`config.mk`:
```
export PLATFORM = sky130hd
export DESIGN_NAME = fetch_stage
export DESIGN_NICKNAME = d
export VERILOG_FILES = /design/src/rtl/fetch_stage.sv
export SDC_FILE = /design/constraint.sdc
export NUM_CORES = 1
export LEC_CHECK = 0
export BUFFER_PORTS_ARGS = -buffer_cell sky130_fd_sc_hd__buf_2
export CAP_MARGIN = 5
export CORE_UTILIZATION = 40
export DETAILED_ROUTE_END_ITERATION = 16
export PLACE_DENSITY = 0.66
export SETUP_SLACK_MARGIN = 0.5
export SLEW_MARGIN = 20
export SYNTH_ARGS = -nofsm -noshare
export SYNTH_HDL_FRONTEND = slang
export SYNTH_SLANG_ARGS = --single-unit
```
`constraint.sdc`:
```
create_clock -name i_clk -period 9.05 [get_ports i_clk]
set_clock_uncertainty 0.05 [all_clocks]
set_input_delay 1.81 -clock i_clk [delete_from_list [all_inputs] [get_ports i_clk]]
set_output_delay 1.81 -clock i_clk [all_outputs]
set_load 0.005 [all_outputs]
```
`src/rtl/fetch_stage.sv`:
```
// Instruction fetch stage with IF/ID register.
// Handles memory wait states, stalls, redirects and stale responses.
module fetch_stage #(
  parameter logic [31:0] RESET_PC  = 32'h0000_0000,
  parameter logic [31:0] NOP_INSTR = 32'h0000_0013
) (
  input  logic        i_clk,
  input  logic        i_rst,
  input  logic        StallF,
  input  logic        StallD,
  input  logic        FlushD,
  input  logic        br_sel,
  input  logic [31:0] pc_target,
  output logic        o_imem_req,
  output logic [31:0] o_imem_addr,
  input  logic        i_imem_ack,
  input  logic [31:0] i_imem_rdata,
  output logic [31:0] instr_D,
  output logic [31:0] pc_D,
  output logic [31:0] pc4_D,
  output logic        valid_D
);

  typedef enum logic [1:0] {
    FETCH,
    HOLD,
    DROP
  } state_t;

  state_t      state;
  logic [31:0] pc_F;
  logic [31:0] drop_addr;
  logic [31:0] buf_instr;
  logic [31:0] buf_pc;

  logic        stall;
  logic        ack;
  logic        load;
  logic        bubble;
  logic [31:0] tgt;
  logic [31:0] ld_instr;
  logic [31:0] ld_pc;

  assign stall = StallF | StallD;
  assign tgt   = {pc_target[31:2], 2'b00};

  assign o_imem_req  = !i_rst && (state != HOLD);
  assign o_imem_addr = (state == DROP) ? drop_addr : pc_F;
  assign ack         = i_imem_ack & o_imem_req;

  always_comb begin
    load     = 1'b0;
    bubble   = 1'b0;
    ld_instr = i_imem_rdata;
    ld_pc    = pc_F;
    unique case (state)
      FETCH: begin
        if (br_sel)   bubble = !stall;
        else if (ack) load   = !stall;
        else          bubble = !stall;
      end
      HOLD: begin
        ld_instr = buf_instr;
        ld_pc    = buf_pc;
        if (br_sel) bubble = !stall;
        else        load   = !stall;
      end
      DROP:    bubble = !stall;
      default: ;
    endcase
  end

  always_ff @(posedge i_clk) begin
    if (i_rst) begin
      state     <= FETCH;
      pc_F      <= RESET_PC;
      drop_addr <= RESET_PC;
      buf_instr <= NOP_INSTR;
      buf_pc    <= 32'd0;
    end else begin
      unique case (state)
        FETCH: begin
          if (br_sel) begin
            pc_F <= tgt;
            // in-flight word belongs to the old path
            if (!ack) begin
              drop_addr <= pc_F;
              state     <= DROP;
            end
          end else if (ack) begin
            pc_F <= pc_F + 32'd4;
            if (stall) begin
              buf_instr <= i_imem_rdata;
              buf_pc    <= pc_F;
              state     <= HOLD;
            end
          end
        end
        HOLD: begin
          if (br_sel) begin
            pc_F  <= tgt;
            state <= FETCH;
          end else if (!stall) begin
            state <= FETCH;
          end
        end
        DROP: begin
          if (br_sel) pc_F <= tgt;
          if (ack)    state <= FETCH;
        end
        default: state <= FETCH;
      endcase
    end
  end

  always_ff @(posedge i_clk) begin
    if (i_rst || FlushD) begin
      instr_D <= NOP_INSTR;
      pc_D    <= 32'd0;
      pc4_D   <= 32'd0;
      valid_D <= 1'b0;
    end else if (!StallD) begin
      if (load) begin
        instr_D <= ld_instr;
        pc_D    <= ld_pc;
        pc4_D   <= ld_pc + 32'd4;
        valid_D <= 1'b1;
      end else if (bubble) begin
        instr_D <= NOP_INSTR;
        pc_D    <= 32'd0;
        pc4_D   <= 32'd0;
        valid_D <= 1'b0;
      end
    end
  end

endmodule

```
==> results by group, run 1 <==
Drt
  – Antenna viol nets, final: 0
  – WL per Instance: between 15 and 20 um
  – Number of design rule violations left after detail routing: 0
  – Routed via count: 9059
  – Number of vias per cell: 5.53
  – Total Routed Length: roughly 29000 um
  – Iteration-0 DRC Markers: 751
  – Number of search-and-repair iterations in the first detailed-routing pass: 5

Clock network
  – Clock transition at the register clock pins on the worst setup and hold paths after CTS: around 0.060 ns
  – Clock insertion delay at the later pin of the skew report: between 0.5 and 0.6 ns
  – Total clock sinks: between 200 and 250
  – Post-cts repair resize count: 0
  – Post-CTS setup-driven buffer insertion count: 0
  – Clock buffer count from CTS: 25
  – Maximum root-to-sink buffer count: 3
  – Hold Buf Count CTS: 0
  – Clock root buffer: sky130_fd_sc_hd__clkbuf_16
  – # H-tree levels: 1
  – Clock tree from TritonCTS: done

Floorplanning
  – Die Outline Area: 26000 um2
  – Vertical die dimension: 161 um
  – Die Width: 161 um
  – Rows: 57
  – Number of I/O pins: 201
  – Core region area: 24600 um2
  – Initial core utilization: 0.412

Synthesis
  – Post-synthesis sequential element count: around 220
  – Simple logic cell fraction of the synthesized area: 0.186
  – Combinational family with the most area after synthesis: compound AO/OA/AOI/OAI gates
  – Count of flip-flops with a built-in enable after synthesis: 0
  – Post-Syn Instances: 1166
  – Predominant post-synthesis flop cell: sky130_fd_sc_hd__dfxtp_1
  – Distinct cells, synth: 72
  – Async set or reset register ratio after synthesis: 0
  – Number of warnings reported in the yosys synthesis log: 0
  – Area share of fa/ha/maj cells after synthesis: 0.00864
  – Register area share after synthesis: 0.429
  – Synthesized-area fraction occupied by xor and xnor cells: 0.0104
  – Post-synthesis area per instance: approximately 8.7 um2
  – Share of synthesized area spent on multiplexers: 0.101
  – Netlist Area Pre-Place: 10100 um2
  – Complex-gate fraction of the synthesized area: 0.213

STA
  – Unrepaired setup endpoints after global routing: no
  – Final setup violation count: 0
  – Worst Tran Pin Value: 1.03 ns
  – Final critical path time including I/O delays and setup: 4.66 ns
  – Sum of negative setup slack: 0 ns
  – Slew Limit Headroom: 0.309
  – Final hold violations: 0
  – Post-route clock period utilization: 0.515
  – Maximum clock frequency: 215 MHz
  – Final max-slew violation count: 0

Hold path
  – Worst hold path type: reg2reg
  – Startpoint of the lowest-slack hold path: valid_D$_SDFFE_PP0P_
  – Hold endpoint: valid_D$_SDFFE_PP0P_
  – Cell depth of the worst hold path: 1

Pwr
  – Total internal power: 1.82 mW
  – Net switching fraction of the power: 0.293
  – Seq pwr share: 0.421
  – Portion of total power attributed to the clock network: 0.411
  – Ratio of total power to cell area: 213 nW/um2
  – Worst-case vdd ir drop: between 100 and 150 uV
  – Psw: around 0.75 mW
  – Leakage power total: 4.60 nW
  – Relative contribution of combinational cells to total power: 0.168

Place
  – Global placement routability congestion: 0.840
  – Total placed instance area: 11200 um2
  – Half-perimeter wire length of the detailed placement result: 19300 um
  – PortBufs: 192

GRT
  – Pin count of the biggest net entering global routing: 82
  – All-Layer GR Usage: 0.214
  – Most crowded layer after global routing: met1
  – Number of global-route vias before repair: 8224
  – Aggregate global routing overflow: 0
  – Met2 track utilization from global routing: 0.308
  – Met3 Resource Use GR: 0.0259
  – Met1 routing resource usage after global routing: 0.332
  – Antenna violations before repair: 4
  – Global-route wire length before repair: about 45000 um

Finish
  – Multi-input combinational cell area: 5310 um2
  – Layout area overhead: 18.9%
  – Finished Cell Area: 12100 um2
  – Combined flip-flop and latch cell area: 4340 um2
  – Ratio of cells with drive above 1 in the final layout: 0.233
  – Filler cells: 2374
  – Nets: 1371

Worst setup path
  – Count of buffering cells on the critical path with inverters included: 2
  – Cells traversed along the worst timing path: buf_4, nor2_1, buf_2
  – Critical path fanouts, max: 81
  – Critical R2R Capture: pc4_D[28]$_SDFFE_PP0P_
  – R2r worst-path depth: 11
  – Reg-to-reg setup timing slack: 5.13 ns
  – Highest-delay cell along the critical path: sky130_fd_sc_hd__buf_4
  – Crit path largest cell delay: 0.66 ns
  – Critical path data arrival time: 2.80 ns
  – Data required time of the critical path: ~7.2 ns
  – Element type at the critical path end: primary output
  – Crit path launch type: input port
  – Kind of cell adding the most delay to the critical path: buffers and inverters
  – Start-to-end type of the worst setup path: in2out
  – Startpoint of the lowest-slack register-to-register path: state[1]$_SDFFE_PP0P_

Job
  – Max Cap Viol: 0

Outcome
  – Status: finished, final reports clean
-- metrics by stage --
stage	hold WS, ns	utilization	setup slack [ns]	cells	total power, mW
CTS	0.405	0.490	4.38	1635	2.59
finish	0.398	0.490	4.39	1639	2.57
global placement	0.381	0.454	4.03	1590	1.52
floorplan	0.383	-	5.10	1171	1.39
global route	0.419	0.490	4.24	1639	2.68
detailed placement	0.392	0.454	4.00	1590	1.53
-- worst register-to-register path, delay by kind of cell (launching register included) --
kind	cells	cell delay [ns]
simple gates	3	1.51
buf+inv	4	0.95
compound gates	1	0.25
flops	1	0.33
fa+ha+maj	2	0.37
mux	1	0.36
-- kinds of logic after synthesis --
| kind of cell | count (synthesis) |
|---|---|
| AND/OR/NAND/NOR | 400 |
| AO/OA/AOI/OAI | 308 |
| flip-flops | 217 |
| buffers and inverters | 124 |
| multiplexers | 97 |
| XOR/XNOR | 12 |
| adder cells (fa/ha/maj) | 7 |
| other | 1 |
-- layout by cell type, fill, tap and decap left out, types with 6 or more instances in the layout --
cell type	synthesis	routed
sky130_fd_sc_hd__or4_1	12	12
sky130_fd_sc_hd__xor2_1	10	10
sky130_fd_sc_hd__a22oi_1	9	9
sky130_fd_sc_hd__nor2_1	34	34
sky130_fd_sc_hd__clkbuf_8	0	6
sky130_fd_sc_hd__nand3b_1	9	9
sky130_fd_sc_hd__dfxtp_1	217	217
sky130_fd_sc_hd__nor3_1	11	11
sky130_fd_sc_hd__a211oi_1	12	11
sky130_fd_sc_hd__a31oi_1	9	9
sky130_fd_sc_hd__mux2i_1	60	60
sky130_fd_sc_hd__conb_1	1	6
sky130_fd_sc_hd__mux2_2	36	36
sky130_fd_sc_hd__nand3_1	27	26
sky130_fd_sc_hd__o31ai_1	13	13
sky130_fd_sc_hd__a21o_1	6	6
sky130_fd_sc_hd__buf_4	7	17
sky130_fd_sc_hd__o21ai_0	23	23
sky130_fd_sc_hd__nor4_1	7	7
sky130_fd_sc_hd__nand4_1	19	19
sky130_fd_sc_hd__or3_1	9	9
sky130_fd_sc_hd__clkbuf_16	0	25
sky130_fd_sc_hd__a22o_1	19	19
sky130_fd_sc_hd__buf_2	18	191
sky130_fd_sc_hd__nand2_1	231	231
sky130_fd_sc_hd__inv_1	11	11
sky130_fd_sc_hd__o211ai_1	6	6
sky130_fd_sc_hd__o2bb2ai_1	54	54
sky130_fd_sc_hd__a32o_1	12	12
sky130_fd_sc_hd__a21oi_1	105	105
-- per-layer routing --
layer | wire length [um] | vias up | part of all wire
li1 | - | 4474 | -
met1 | 14300 | 4252 | 0.50
met2 | 11900 | 288 | 0.42
met3 | 1690 | 45 | 0.059
met4 | 681 | 0 | 0.024
met5 | 0 | - | 0
-- how the worst max path moves through the flow --
| stage | end | cells past startpoint | startpoint |
|---|---|---|---|
| after detailed placement | instr_D[4]$_SDFFE_PP1P_ | 8 | i_rst |
| after floorplan | o_imem_req | 2 | i_rst |
| after CTS | o_imem_req | 3 | i_rst |
| after global placement | instr_D[4]$_SDFFE_PP1P_ | 8 | i_rst |
| after global routing | instr_D[4]$_SDFFE_PP1P_ | 8 | i_rst |
| final | o_imem_req | 3 | i_rst |
-- power by group through the flow --
stage	sequential, mW	combinational [mW]	clock, mW
global route	1.09	0.477	1.11
detailed placement	1.10	0.431	0
floorplan	1.04	0.348	0
finish	1.08	0.432	1.06
global placement	1.10	0.426	0
CTS	1.08	0.433	1.08
-- synthesized netlist by cell type (4+ instances only) --
cell	number	area (um2)
sky130_fd_sc_hd__buf_1	7	26.3
sky130_fd_sc_hd__buf_2	18	90.1
sky130_fd_sc_hd__nand2_1	231	867
sky130_fd_sc_hd__mux2_2	36	405
sky130_fd_sc_hd__or4_1	12	90.1
sky130_fd_sc_hd__o31ai_1	13	97.6
sky130_fd_sc_hd__mux2i_1	60	601
sky130_fd_sc_hd__nand3_1	27	135
sky130_fd_sc_hd__a21o_1	6	45.0
sky130_fd_sc_hd__a22oi_1	9	67.6
sky130_fd_sc_hd__nor3_1	11	55.1
sky130_fd_sc_hd__or2_2	5	31.3
sky130_fd_sc_hd__nor4_1	7	43.8
sky130_fd_sc_hd__and2_1	4	25.0
sky130_fd_sc_hd__and4_1	4	35.0
sky130_fd_sc_hd__a32o_1	12	120
sky130_fd_sc_hd__a32oi_1	5	43.8
sky130_fd_sc_hd__nand3b_1	9	67.6
sky130_fd_sc_hd__a211oi_1	12	90.1
sky130_fd_sc_hd__a31oi_1	9	56.3
sky130_fd_sc_hd__and3_1	6	37.5
sky130_fd_sc_hd__buf_4	7	52.6
sky130_fd_sc_hd__a21oi_1	105	526
sky130_fd_sc_hd__o2bb2ai_1	54	473
sky130_fd_sc_hd__a22o_1	19	166
sky130_fd_sc_hd__nand4_1	19	119
sky130_fd_sc_hd__a311oi_1	4	35.0
sky130_fd_sc_hd__o211ai_1	6	45.0
sky130_fd_sc_hd__o21ai_0	23	115
sky130_fd_sc_hd__ha_1	7	87.6
sky130_fd_sc_hd__xor2_1	10	87.6
sky130_fd_sc_hd__clkbuf_1	79	297
sky130_fd_sc_hd__nor2_1	34	128
sky130_fd_sc_hd__or3_1	9	56.3
sky130_fd_sc_hd__inv_1	11	41.3
sky130_fd_sc_hd__nand4b_1	5	43.8
sky130_fd_sc_hd__dfxtp_1	217	4340
-- state kept, by name (all words and copies together) (netlist names) --
signal	flops
pc_D	30
valid_D	1
pc4_D	30
pc_F	30
buf_pc	30
buf_instr	32
drop_addr	30
instr_D	32
state	2
-- cell type report --
cell class,count,area share
multi-input combinational,830,0.440
sequential,217,0.360
timing repair buffer,208,0.0899
clock buffer,34,0.0597
tap,324,0.0336
clock inverter,11,0.0122
inverter,11,0.00342
antenna,4,0.000830
No activity file was read; power rests on OpenSTA's default activity.
==> run 2, diff against run 1 <==
- ABC_AREA: not set -> 1
- PLACE_DENSITY: 0.66 -> 0.68
- clock period: 9.05 -> 4.2 ns (I/O delays scaled with it)
==> run 2 against run 1 <==
  * Critical endpoint is now o_imem_addr[31]
  * Flip-flop and latch count unchanged
  * Design area grew 6.4%
  * Combinational power rose to 5.6 times the previous value
  * Sequential share of layout area shrank 2.2 points
  * Non-clock buffer count increased by 2
  * Setup slack worse by 3.5 ns
  * Critical path depth is 1 higher
  * Largest power group unchanged
  * Routed wire length up 13%
  * First-iteration DRC count rose by 26%
  * Via count increased by 23%
  * Cell count increased by 33%
==> results by group, run 2 <==
Hold path
  – Worst hold path type: reg2reg
  – Cell depth of the worst hold path: 2 (+1)

Place
  – Half-perimeter wire length of the detailed placement result: 22900 um (+19%)
  – PortBufs: 192 (unchanged)
  – Setup slack after placement: 0.939 ns (-3.06 ns)
  – Global placement routability congestion: 0.935 (+11%)

Worst setup path
  – Critical path fanouts, max: 61 (-25%)
  – Critical path data arrival time: 2.39 ns (-0.41 ns)
  – R2r worst-path depth: 11 (unchanged)
  – Startpoint of the lowest-slack register-to-register path: state[1]$_SDFFE_PP0P_
  – Crit path launch type: flip-flop
  – Start-to-end type of the worst setup path: reg2out
  – Critical path launch point: state[0]$_SDFFE_PP0P_
  – Data required time of the critical path: 3.31 ns (-3.88 ns)
  – Reg-to-reg setup timing slack: 1.19 ns (-3.94 ns)
  – Capturing instance or port of the critical path: o_imem_addr[31]
  – Element type at the critical path end: primary output
  – Critical R2R Capture: instr_D[4]$_SDFFE_PP1P_

Synthesis
  – Count of flip-flops with a built-in enable after synthesis: 0 (unchanged)
  – Predominant post-synthesis flop cell: sky130_fd_sc_hd__dfxtp_1
  – Simple logic cell fraction of the synthesized area: 0.334 (+0.148)
  – Number of warnings reported in the yosys synthesis log: 0 (unchanged)
  – Complex-gate fraction of the synthesized area: 0.169 (-0.0445)
  – Fraction of post-synthesis cell area in the top cell type by area: 0.396 (-0.0326)
  – Most numerous cell in the Yosys netlist: sky130_fd_sc_hd__nand2_1
  – Distinct cells, synth: 42 (-42%)
  – Top cells by area, synth: sky130_fd_sc_hd__dfxtp_1 40%, sky130_fd_sc_hd__nand2_1 19%, sky130_fd_sc_hd__a21oi_1 8.1%
  – Area share of fa/ha/maj cells after synthesis: 0.00798 (-0.000657)
  – Post-synthesis sequential element count: 217 (unchanged)
  – Cell type contributing the most total cell area after synthesis: sky130_fd_sc_hd__dfxtp_1
  – Share of synthesized area spent on multiplexers: 0 (-0.101)
  – Synthesized-area fraction occupied by xor and xnor cells: 0.00160 (-0.00877)
  – Register area share after synthesis: 0.396 (-0.0326)
  – Combinational family with the most area after synthesis: simple AND/OR/NAND/NOR gates
  – Async set or reset register ratio after synthesis: 0 (unchanged)
  – Leading post-synthesis cells by instance count: 554 x sky130_fd_sc_hd__nand2_1, 217 x sky130_fd_sc_hd__dfxtp_1, 178 x sky130_fd_sc_hd__a21oi_1
  – Post-Syn Instances: 1692 (+45%)
  – Netlist Area Pre-Place: 11000 um2 (+8.2%)
  – Post-synthesis area per instance: 6.48 um2 (-25%)

Drt
  – Total Routed Length: 32300 um (+13%)
  – Iteration-0 DRC Markers: 946 (+26%)
  – Antenna viol nets, final: 0 (unchanged)
  – WL per Instance: 14.8 um (-15%)
  – Number of vias per cell: 5.09 (-8.0%)
  – Number of search-and-repair iterations in the first detailed-routing pass: 5 (unchanged)
  – Number of design rule violations left after detail routing: 0 (unchanged)
  – Routed via count: 11100 (+23%)

Finish
  – Commonest cells after routing, fill and taps aside: 554 x sky130_fd_sc_hd__nand2_1, 217 x sky130_fd_sc_hd__dfxtp_1, 192 x sky130_fd_sc_hd__buf_2
  – Nets: 1905 (+39%)
  – Ratio of cells with drive above 1 in the final layout: 0.175 (-0.0581)
  – Finished Core Util: 0.476 (-0.0141)
  – Layout area overhead: 16.9%
  – Most common cell after layout, fill and taps aside: sky130_fd_sc_hd__nand2_1
  – Registers with the highest flip-flop counts: buf_instr: 32 flops, instr_D: 32 flops

Pwr
  – Ratio of total power to cell area: 564 nW/um2 (+160%)
  – Leakage power total: 5.43 nW (+18%)
  – Total power: 7.23 mW (+180%)
  – Worst-case vdd ir drop: 262 uV (+140%)

STA
  – Maximum clock frequency: 305 MHz
  – Final critical path time including I/O delays and setup: 3.28 ns
  – Unrepaired setup endpoints after global routing: no
  – Final setup violation count: 0 (unchanged)
  – Final Hold Slack: 0.391 ns (-0.00711 ns)
  – Final worst slack: 0.917 ns (-3.47 ns)
  – Post-route clock period utilization: 0.782
  – Final max-slew violation count: 0 (unchanged)
  – Final hold violations: 0 (unchanged)
  – Slew Limit Headroom: 0.295 (-0.0135)
  – Worst Tran Pin Value: 1.06 ns (+0.0270 ns)
  – Sum of negative setup slack: 0 ns (unchanged)

Clock network
  – Clock transition at the register clock pins on the worst setup and hold paths after CTS: 0.06 ns (about the same)
  – Maximum root-to-sink buffer count: 3 (unchanged)
  – Clock root buffer: sky130_fd_sc_hd__clkbuf_16
  – # H-tree levels: 1 (unchanged)
  – Clock buffer count from CTS: 25 (unchanged)
  – Clock insertion delay at the later pin of the skew report: 0.53 ns (about the same)
  – Clock tree from TritonCTS: done
  – Hold Buf Count CTS: 0 (unchanged)
  – Post-CTS setup-driven buffer insertion count: 0 (unchanged)
  – Total clock sinks: 217 (unchanged)
  – Post-cts repair resize count: 0 (unchanged)

Floorplanning
  – Initial core utilization: 0.407 (-0.00489)
  – Rows: 60 (+5.3%)
  – Vertical die dimension: 168 um (+4.0%)
  – Number of I/O pins: 201 (unchanged)
  – Die Width: 168 um (+4.0%)
  – Core region area: 27000 um2 (+9.5%)
  – Die Outline Area: 28100 um2 (+8.1%)

GRT
  – All-Layer GR Usage: 0.224 (+0.00961)
  – Number of global-route vias before repair: 9840 (+20%)
  – Global-route wire length before repair: 51400 um (+14%)
  – Pin count of the biggest net entering global routing: 74 (-9.8%)
  – Aggregate global routing overflow: 0 (unchanged)
  – Antenna violations before repair: 2 (-2)

Job
  – Max Cap Viol: 0 (unchanged)

Outcome
  – Status: finished, final reports clean
## run 2: worst min-delay path by stage
stage,start,end
finish,buf_pc[5]$_SDFFE_PP0P_,buf_pc[5]$_SDFFE_PP0P_
global route,buf_pc[14]$_SDFFE_PP0P_,buf_pc[14]$_SDFFE_PP0P_
CTS,buf_pc[5]$_SDFFE_PP0P_,buf_pc[5]$_SDFFE_PP0P_
detailed placement,buf_pc[5]$_SDFFE_PP0P_,buf_pc[5]$_SDFFE_PP0P_
global placement,buf_pc[4]$_SDFFE_PP0P_,buf_pc[4]$_SDFFE_PP0P_
floorplan,buf_pc[12]$_SDFFE_PP0P_,buf_pc[12]$_SDFFE_PP0P_
## run 2: power breakdown
group | internal, mW | total [mW] | switching [mW]
logic | 0.711 | 2.44 | 1.73
clock network | 1.27 | 2.14 | 0.878
registers | 2.33 | 2.65 | 0.317
total | 4.31 | 7.23 | 2.92
## run 2: layer usage
layer / wire length [um] / track usage / share of wire
met1: 15500 / 0.325 / 0.48
met2: 13700 / 0.338 / 0.42
met3: 2250 / 0.0340 / 0.070
met4: 821 / 0.0726 / 0.025
met5: 10 / 0 / 0.00031
## run 2: cells by family after synthesis
logic type / Yosys count
other: 1
adder cells (fa/ha/maj): 7
buffers and inverters: 230
AO/OA/AOI/OAI: 359
AND/OR/NAND/NOR: 876
flip-flops: 217
XOR/XNOR: 2
## run 2: final cells by class
type                    instances  area [um2]
multi-input cells            1250        5660
clock buffers                  38         774
repair buffers                210        1110
flip-flops and latches        217        4340
fillers                      2793       14100
well taps                     341         427
clock inverters                 7        43.8
inverters                     123         467
diodes                          1        2.50
## run 2: per-stage QoR
| step | cells | area, um2 |
|---|---|---|
| final | 2187 | 12800 |
| after CTS | 2186 | 12800 |
| after global placement | 2141 | 12000 |
| after global routing | 2187 | 12800 |
| after floorplan | 1697 | 11000 |
| after detailed placement | 2141 | 12000 |
## run 2: critical path, stage by stage (launching register included)
cell                      delay (ns)
sky130_fd_sc_hd__dfxtp_1        0.34
sky130_fd_sc_hd__inv_1          0.11
sky130_fd_sc_hd__ha_2           0.86
sky130_fd_sc_hd__o21ai_0        0.34
sky130_fd_sc_hd__buf_2          0.21
==> run 3, diff against run 2 <==
- ABC_AREA: 1 -> 0
- PLACE_DENSITY: 0.68 -> 0.66
- clock period: 4.2 -> 3.3 ns (I/O delays scaled with it)
==> run 3 against run 2 <==
  * Clock-buffer cell count fell by 3
  * Sequential share of layout area up 1.4 points
  * Utilization up 2.5 points
  * Critical path depth is 6 higher
  * Hold slack got worse by 0.065 ns
  * Largest power group unchanged
==> results by group, run 3 (synthesized netlist as in run 1, its figures left out) <==
Floorplanning
  – Die Outline Area: 26000 um2 (-7.5%)
  – Core region area: 24600 um2 (-8.7%)
  – Vertical die dimension: 161 um (-3.8%)
  – Initial core utilization: 0.412 (+0.00489)
  – Rows: 57 (-5.0%)
  – Number of I/O pins: 201 (unchanged)
  – Die Width: 161 um (-3.8%)

GRT
  – Met2 track utilization from global routing: 0.317 (-0.0201)
  – Number of global-route vias before repair: 8282 (-16%)
  – Aggregate global routing overflow: 0 (unchanged)
  – Most crowded layer after global routing: met1
  – Met1 routing resource usage after global routing: 0.331 (+0.00602)
  – Met3 Resource Use GR: 0.0313 (-0.00270)
  – Global-route wire length before repair: 45700 um (-11%)
  – All-Layer GR Usage: 0.217 (-0.00696)
  – Antenna violations before repair: 1 (-1)
  – Pin count of the biggest net entering global routing: 94 (+27%)

Clock network
  – Clock insertion delay at the later pin of the skew report: 0.52 ns (about the same)
  – Clock tree from TritonCTS: done
  – # H-tree levels: 1 (unchanged)
  – Maximum root-to-sink buffer count: 3 (unchanged)
  – Clock buffer count from CTS: 24 (-4.0%)
  – Clock transition at the register clock pins on the worst setup and hold paths after CTS: 0.06 ns (about the same)
  – Total clock sinks: 217 (unchanged)
  – Clock root buffer: sky130_fd_sc_hd__clkbuf_16

Finish
  – Most common cell after layout, fill and taps aside: sky130_fd_sc_hd__nand2_1
  – Filler cells: 2368 (-15%)
  – Number of diodes added for antenna fixing: 0 (-1)
  – Nets: 1411 (-26%)
  – Commonest cells after routing, fill and taps aside: 230 x sky130_fd_sc_hd__nand2_1, 214 x sky130_fd_sc_hd__dfxtp_1, 191 x sky130_fd_sc_hd__buf_2
  – Ratio of cells with drive above 1 in the final layout: 0.258 (+0.0834)
  – Multi-input combinational cell area: 5350 um2 (-5.5%)
  – Finished Cell Area: 12300 um2 (-4.0%)
  – Layout area overhead: 21.5%
  – Combined flip-flop and latch cell area: 4350 um2 (about the same)
  – Registers with the highest flip-flop counts: buf_instr: 32 flops, instr_D: 32 flops

Place
  – PortBufs: 192 (unchanged)
  – Half-perimeter wire length of the detailed placement result: 20100 um (-12%)
  – Total placed instance area: 11400 um2 (-4.7%)
  – Setup slack after placement: 0.382 ns (-0.557 ns)
  – Global placement routability congestion: 0.858 (-8.3%)

STA
  – Post-route clock period utilization: 0.831
  – Final worst slack: 0.557 ns (-0.360 ns)
  – Final Hold Slack: 0.326 ns (-0.0645 ns)
  – Slew Limit Headroom: 0.465 (+0.170)
  – Final max-slew violation count: 0 (unchanged)
  – Final hold violations: 0 (unchanged)
  – Worst Tran Pin Value: 0.780 ns (-0.276 ns)
  – Maximum clock frequency: 365 MHz
  – Final critical path time including I/O delays and setup: approximately 2.7 ns
  – Sum of negative setup slack: 0 ns (unchanged)
  – Unrepaired setup endpoints after global routing: yes
  – Final setup violation count: 0 (unchanged)

Drt
  – WL per Instance: 17.5 um (+18%)
  – Total Routed Length: 29200 um (-9.5%)
  – Iteration-0 DRC Markers: 838 (-11%)
  – Number of search-and-repair iterations in the first detailed-routing pass: 5 (unchanged)
  – Number of design rule violations left after detail routing: 0 (unchanged)
  – Number of vias per cell: 5.56 (+9.2%)
  – Antenna viol nets, final: 0 (unchanged)
  – Routed via count: 9294 (-16%)

Pwr
  – Worst-case vdd ir drop: 304 uV (+16%)
  – Leakage power total: 4.79 nW (-12%)
  – Ratio of total power to cell area: 553 nW/um2 (-2.0%)
  – Total power: 6.81 mW (-5.9%)

Worst setup path
  – Data required time of the critical path: 3.66 ns (+0.35 ns)
  – Element type at the critical path end: flip-flop
  – Critical path data arrival time: 3.10 ns (+0.71 ns)
  – Critical path fanouts, max: 14 (-77%)
  – Start-to-end type of the worst setup path: reg2reg
  – Reg-to-reg setup timing slack: 0.56 ns (-0.63 ns)
  – Crit path launch type: flip-flop

Hold path
  – Worst hold path type: in2reg

Outcome
  – Status: finished, final reports clean

Job
  – Max Cap Viol: 0 (unchanged)
## run 3: cell types whose count changed in the layout (fill, tap and decap cells not counted), sizes merged, moves of 19 or more
cell     change
inv        -113
a22o        +19
nand3       -51
o21ai      -135
a21oi       -75
mux2        +36
o2bb2ai     +54
buf         +39
nor2       -152
nand2      -349
mux2i       +61
## run 3: final timing paths
check / startpoint / to / cells past startpoint
max reg2reg: state[1]$_SDFFE_PP0P_ / pc4_D[30]$_SDFFE_PP0P_ / 10
min: i_imem_rdata[1] / buf_instr[1]$_SDFFE_PP1P_ / 3
max: state[1]$_SDFFE_PP0P_ / pc4_D[30]$_SDFFE_PP0P_ / 10
min reg2reg: valid_D$_SDFFE_PP0P_ / valid_D$_SDFFE_PP0P_ / 1
## run 3: worst max-delay path: stages, from the launching register on
cell                      delay (ns)
sky130_fd_sc_hd__dfxtp_2        0.33
sky130_fd_sc_hd__inv_2          0.10
sky130_fd_sc_hd__ha_4           0.25
sky130_fd_sc_hd__mux2i_1        0.17
sky130_fd_sc_hd__inv_1          0.18
sky130_fd_sc_hd__ha_4           0.16
sky130_fd_sc_hd__inv_2          0.05
sky130_fd_sc_hd__nor4_4         0.41
sky130_fd_sc_hd__nand2_2        0.15
sky130_fd_sc_hd__or4_1          0.53
sky130_fd_sc_hd__a32o_1         0.25
## run 3: power breakdown
part | internal [mW] | total, mW | switching (mW)
Sequential | 2.74 | 2.90 | 0.158
Combinational | 0.555 | 1.36 | 0.806
Clock | 1.47 | 2.55 | 1.08
Total | 4.76 | 6.81 | 2.04
## run 3: repair_timing
item                       4_1_cts  5_1_grt
setup endpoints to repair       10       38
setup buffers                    1       14
hold buffers                     0        0
gates cloned                     0        0
gates resized for setup          0        5
pin swaps                        0        4
## run 3: layout make-up
cell class              instances  share of cell area
clock inverters                 7             0.00284
repair buffers                249               0.117
flip-flops and latches        217               0.353
well taps                     324              0.0329
clock buffers                  35              0.0571
inverters                      11             0.00335
multi-input cells             830               0.434
## run 3: per-layer routing
layer | wire length [um] | vias to the layer above
met2 | 12400 | 341
met1 | 14200 | 4360
met5 | 8 | -
met3 | 2130 | 38
li1 | - | 4553
met4 | 528 | 2
## run 3: stage by stage
step | util | cells
6_report | 0.501 | 1673
4_1_cts | 0.495 | 1659
3_3_place_gp | 0.465 | 1616
5_1_grt | 0.501 | 1673
3_5_place_dp | 0.465 | 1616
2_1_floorplan | - | 1171
